**src/rtl/teletext_scheduler_pkg.sv**
```systemverilog
// Shared types for the teletext renderer and its scheduler: timing/character
// structs, scheduler state encoding and default page geometry.
package teletext_types;

  localparam int unsigned DefColumns   = 40;
  localparam int unsigned DefRows      = 25;
  localparam int unsigned DefScanlines = 10;

  typedef struct packed {
    logic       valid;
    logic [6:0] character;
  } t_character;

  typedef struct packed {
    logic       restart_frame;
    logic       end_of_scanline;
    logic       first_scanline_of_row;
    logic       smoothe;
    logic [1:0] interpolate_vertical;
  } t_timings;

  typedef enum logic [2:0] {
    StIdle,
    StWaitLine,
    StFetch,
    StDrain,
    StEndLine
  } t_sched_state;

endpackage

```
**src/rtl/teletext_sched_counters.sv**
```systemverilog
// Column, scanline, row and row_base counters for the teletext scheduler.
// row_base accumulates COLUMNS per row so addresses need no multiplier.
module teletext_sched_counters
  import teletext_types::*;
#(
  parameter int unsigned COLUMNS   = DefColumns,
  parameter int unsigned ROWS      = DefRows,
  parameter int unsigned SCANLINES = DefScanlines
) (
  input  logic        clk,
  input  logic        reset,
  input  logic        clear,
  input  logic        col_inc,
  input  logic        line_done,
  input  logic        smoothe,
  output logic [5:0]  col,
  output logic        col_last,
  output logic [4:0]  scanline,
  output logic [10:0] row_base,
  output logic        frame_last
);

  logic [5:0]  col_q;
  logic [4:0]  scan_q;
  logic [5:0]  row_q;
  logic [10:0] base_q;
  logic [5:0]  scan_limit;
  logic        scan_last;

  // With smoothing each ROM scanline is emitted twice, doubling the row height.
  always_comb begin
    scan_limit = smoothe ? 6'(2 * SCANLINES) : 6'(SCANLINES);
    scan_last  = ({1'b0, scan_q} == (scan_limit - 6'd1));
    col_last   = (col_q == 6'(COLUMNS - 1));
    frame_last = scan_last && (row_q == 6'(ROWS - 1));
  end

  always_ff @(posedge clk) begin
    if (reset || clear) begin
      col_q  <= '0;
      scan_q <= '0;
      row_q  <= '0;
      base_q <= '0;
    end else begin
      if (col_inc) begin
        col_q <= col_last ? 6'd0 : col_q + 6'd1;
      end
      if (line_done) begin
        if (scan_last) begin
          scan_q <= '0;
          row_q  <= row_q + 6'd1;
          base_q <= base_q + 11'(COLUMNS);
        end else begin
          scan_q <= scan_q + 5'd1;
        end
      end
    end
  end

  assign col      = col_q;
  assign scanline = scan_q;
  assign row_base = base_q;

endmodule

```
**src/rtl/teletext_scheduler.sv**
```systemverilog
// Fetches one character row per line_start from the frame-buffer SRAM and drives
// the teletext renderer. Optional smoothing: define TELETEXT_SCHEDULER_SMOOTHE_EN.
module teletext_scheduler
  import teletext_types::*;
#(
  parameter int unsigned COLUMNS   = DefColumns,
  parameter int unsigned ROWS      = DefRows,
  parameter int unsigned SCANLINES = DefScanlines
) (
  input  logic        clk,
  input  logic        reset,
  input  logic        frame_start,
  input  logic        line_start,
  input  logic        smoothe_enable,
  output logic        fb_select,
  output logic [10:0] fb_address,
  input  logic [6:0]  fb_data,
  output logic        character__valid,
  output logic [6:0]  character__character,
  output logic        timings__restart_frame,
  output logic        timings__end_of_scanline,
  output logic        timings__first_scanline_of_row,
  output logic        timings__smoothe,
  output logic [1:0]  timings__interpolate_vertical,
  output logic        line_overrun
);

  t_sched_state state_q, state_d;
  logic         restart_q;
  logic         valid_q;
  logic         overrun_q;
  logic         busy;
  logic         line_done;
  logic         smoothe_active;
  logic [1:0]   interp;
  logic [5:0]   col;
  logic         col_last;
  logic [4:0]   scanline;
  logic [10:0]  row_base;
  logic         frame_last;
  t_timings     timings;
  t_character   character;

  assign busy      = (state_q == StFetch) || (state_q == StDrain) || (state_q == StEndLine);
  assign line_done = (state_q == StEndLine);

  teletext_sched_counters #(
    .COLUMNS  (COLUMNS),
    .ROWS     (ROWS),
    .SCANLINES(SCANLINES)
  ) u_counters (
    .clk       (clk),
    .reset     (reset),
    .clear     (frame_start),
    .col_inc   (state_q == StFetch),
    .line_done (line_done),
    .smoothe   (smoothe_active),
    .col       (col),
    .col_last  (col_last),
    .scanline  (scanline),
    .row_base  (row_base),
    .frame_last(frame_last)
  );

  always_comb begin
    state_d = state_q;
    case (state_q)
      StIdle:     state_d = StIdle;
      StWaitLine: if (line_start) state_d = StFetch;
      StFetch:    if (col_last) state_d = StDrain;
      StDrain:    state_d = StEndLine;
      StEndLine:  state_d = frame_last ? StIdle : StWaitLine;
      default:    state_d = StIdle;
    endcase
    // A new frame aborts whatever line is in flight.
    if (frame_start) state_d = StWaitLine;
  end

  always_ff @(posedge clk) begin
    if (reset) begin
      state_q   <= StIdle;
      restart_q <= 1'b0;
      valid_q   <= 1'b0;
      overrun_q <= 1'b0;
    end else begin
      state_q   <= state_d;
      restart_q <= frame_start;
      valid_q   <= fb_select && !frame_start;
      if (frame_start) begin
        overrun_q <= 1'b0;
      end else if (line_start && busy) begin
        overrun_q <= 1'b1;
      end
    end
  end

`ifdef TELETEXT_SCHEDULER_SMOOTHE_EN
  logic smoothe_q;
  logic phase_q;

  always_ff @(posedge clk) begin
    if (reset) begin
      smoothe_q <= 1'b0;
      phase_q   <= 1'b0;
    end else if (frame_start) begin
      smoothe_q <= smoothe_enable;
      phase_q   <= 1'b0;
    end else if (line_done) begin
      phase_q <= ~phase_q;
    end
  end

  assign smoothe_active = smoothe_q;
  assign interp         = smoothe_q ? (phase_q ? 2'b10 : 2'b01) : 2'b00;
`else
  logic unused_smoothe_enable;
  assign unused_smoothe_enable = smoothe_enable;
  assign smoothe_active        = 1'b0;
  assign interp                = 2'b00;
`endif

  always_comb begin
    timings.restart_frame         = restart_q;
    timings.end_of_scanline       = (state_q == StEndLine);
    timings.first_scanline_of_row = busy && (scanline == 5'd0);
    timings.smoothe               = smoothe_active;
    timings.interpolate_vertical  = interp;
    character.valid               = valid_q;
    // SRAM output register is the pipeline stage; gate it so idle output is 0.
    character.character           = valid_q ? fb_data : 7'd0;
  end

  assign fb_select                      = (state_q == StFetch);
  assign fb_address                     = row_base + {5'd0, col};
  assign character__valid               = character.valid;
  assign character__character           = character.character;
  assign timings__restart_frame         = timings.restart_frame;
  assign timings__end_of_scanline       = timings.end_of_scanline;
  assign timings__first_scanline_of_row = timings.first_scanline_of_row;
  assign timings__smoothe               = timings.smoothe;
  assign timings__interpolate_vertical  = timings.interpolate_vertical;
  assign line_overrun                   = overrun_q;

endmodule

```
**config.mk**
```make
export PLATFORM = sky130hd
export DESIGN_NAME = teletext_scheduler
export DESIGN_NICKNAME = d
export VERILOG_FILES = /design/src/rtl/teletext_scheduler_pkg.sv /design/src/rtl/teletext_sched_counters.sv /design/src/rtl/teletext_scheduler.sv
export SDC_FILE = /design/constraint.sdc
export NUM_CORES = 1
export LEC_CHECK = 0
export BUFFER_PORTS_ARGS = -buffer_cell sky130_fd_sc_hd__buf_2
export CAP_MARGIN = 20
export CORE_MARGIN = 1.5
export CORE_UTILIZATION = 54
export DETAILED_ROUTE_END_ITERATION = 10
export HOLD_SLACK_MARGIN = 0.02
export PLACE_DENSITY = 0.79
export SLEW_MARGIN = 15
export SYNTH_ARGS = -nofsm -noshare
export SYNTH_HDL_FRONTEND = slang
export SYNTH_SLANG_ARGS = --single-unit
```
**constraint.sdc**
```tcl
create_clock -name clk -period 4.9 [get_ports clk]
set_input_delay 0.98 -clock clk [delete_from_list [all_inputs] [get_ports clk]]
set_output_delay 0.98 -clock clk [all_outputs]
set_load 0.02 [all_outputs]
```
==> metrics.txt <==
critical path fanouts, max 5; synth-to-layout area growth 10.4%; Synth Cell Area 1750 um2; WP data required roughly 3900 ps; Routed WL roughly 2.9 mm; Seq cells post-synth 31; Die W 60.0 um; Clk Latency, worst-skew pair 330 ps; Final Non-Filler Cells 271; CTS Buf Count 5; hold crit path type reg -> reg; worst-margin pin slew 713 ps; power density cells roughly 220 nW/um2; EDFF count, synth 0; Setup-failing EPs final 0; Max rail drop VDD 183 uV; Design Area, Final between 1500 and 2000 um2; Min Hold Slack 452 ps; ys flop type dfxtp_1; initial DRC count 34; DR WL/cell approximately 11 um; DP Area 1880 um2; mean post-synth cell area 8.85 um2; Synth area leader dfxtp_1; slowest stage delay, CP approximately 420 ps; FMAX 336 MHz; GPL Wtd Cong 0.794; largest net degree at the start of global routing 21; # IOs 39; status finished, final reports clean; crit end category output pin; final hold violations 0; leakage power 0.862 nW; library cells used by synthesis 43; Top delay family on crit path adder cells; Initial Utilization 57.0%; Max Buffers Root-to-Sink 2; # Max-Cap Violations 0; Root Buffer clkbuf_4; Rel. slew slack 52.2%; FILL cells 262; WP buf/inv 2; flip-flop and latch area roughly 620 um2; post-CTS sizing 0; Worst-path clk slew approximately 90 ps; max-slew violations 0; vias in the first global route 1205; Ys Warns 0; setup_tns 0 ps; Die Ht 60.0 um; critical path type reg -> out; RSZ-0062 raised after global routing false; Tmin final 2980 ps; antenna viol nets, final 0; first-pass GRT wire length 4.87 mm; sequential area share after synthesis a little over a third; DP HPWL ~2.2 mm; slowest CP cell dfxtp_1; setup bufs post-CTS 0; IO Port Bufs 34; Startpoint Class flop; initial antenna violation count 0; core box area 3080 um2; DR vias 1369; number of remaining DRC errors 0; Post-synth ARST share 0%; GRT Residual Overflow 0; hold buffers post-CTS 0; FP Rows 20; Final Cycle Share 60.8%; Mapped Cells 198; Cell Chain, Critical Path ha_1 > inv_1 > fa_1 > nor2b_1 > o2111ai_1 > xnor2_1 > buf_2; vias per cell roughly 5.1; H-tree depth 2; DRT Pass-1 Iters 4; clock sinks 31; leading cell types by total area after synthesis dfxtp_1, xnor2_1, ha_1, nor2_1, xor2_1; Layout Skew 7.38 ps; area of the multi-input gates between 900 and 1000 um2; CTS tree built; Synth top area share between 30% and 40%; Nets 250; share of post-route cells with drive strength above 1 22.5%; CP arrival 2000 ps; die area 3600 um2; Global Route Usage Sum 18.3%; ant diodes 0; Inst Count DP 264
==> worst min-delay path, delay by kind of cell, from the launching register on <==
family / cells / cell delay (ps)
flip-flops: 1 / 320
buffers and inverters: 1 / 50
AO/OA/AOI/OAI: 1 / 50
==> final timing paths <==
| check | start | end | slack, ps | cells after the start |
|---|---|---|---|---|
| max | u_counters.col[3] | fb_address[9] | 1920 | 7 |
| max reg2reg | u_counters.scanline[0] | u_counters.scanline[3] | 2800 | 5 |
| min | line_overrun | line_overrun | 450 | 2 |
| min reg2reg | line_overrun | line_overrun | 450 | 2 |
==> cell usage after synthesis, types with 3 or more instances <==
library cell and instances:
o21ai_0 3, nor3_2 3, nor4_4 3, nand4_1 5
buf_2 3, nor3_1 3, a21oi_1 8, xor2_1 9
inv_1 12, dfxtp_1 31, nand2_1 15, ha_1 10
buf_4 7, nor2b_1 3, nor2_1 26, xnor2_1 16
and2_1 7
==> kinds of logic after synthesis <==
family	after synthesis	share of synthesized area, %
fa+ha+maj	11	8.28
mux	2	1.14
xor+xnor	25	12.5
buf+inv	28	9.06
other cells	1	0.214
compound gates	18	5.92
flops	31	35.4
simple gates	82	27.5
==> layout by cell type (no fill, tap or decap), types with 7 or more instances in the layout <==
cell and count:
a21oi_1 8, and2_1 7, buf_2 34, dfxtp_1 31, ha_1 10, inv_1 12
nand2_1 15, nor2_1 26, xnor2_1 16, xor2_1 9
==> layout make-up <==
class	instances	share of cell area (%)
well taps	44	2.84
inverters	14	2.71
multi-input cells	141	50.7
repair buffers	34	8.79
flip-flops and latches	31	32.1
clock buffers	6	2.65
clock inverters	1	0.259
==> sequential cells by signal (all words and copies together) (netlist names) <==
name	cells
u_counters.scanline	5
character__valid	1
u_counters.row_base	8
state_q	3
line_overrun	1
u_counters.col	6
u_counters.row_q	6
timings__restart_frame	1
==> where the power goes <==
| part | total, W | switching, W | internal [W] |
|---|---|---|---|
| clock network | 0.000149 | 0.0000827 | 0.0000664 |
| logic | 0.0000185 | 0.0000121 | 0.00000634 |
| registers | 0.000254 | 0.000000996 | 0.000253 |
| total | 0.000422 | 0.0000959 | 0.000326 |
==> per-layer routing <==
metal	wire length, um	track usage [%]	up-vias	share of wire (%)
li1	-	-	701	-
met1	1340	20.9	631	46
met2	1370	30.6	32	47
met3	153	7.14	5	5.3
met4	42	6.67	0	1.4
met5	0	0	-	0
==> metrics by stage <==
stage | utilization (%) | power, W | setup WS, ps
2_1_floorplan | - | 0.000273 | 2270
3_3_place_gp | 61.1 | 0.000278 | 2270
3_5_place_dp | 61.1 | 0.000278 | 2260
4_1_cts | 62.9 | 0.000427 | 1890
5_1_grt | 62.9 | 0.000443 | 1740
6_report | 62.9 | 0.000422 | 1920
(Power assumes the default switching activity.)
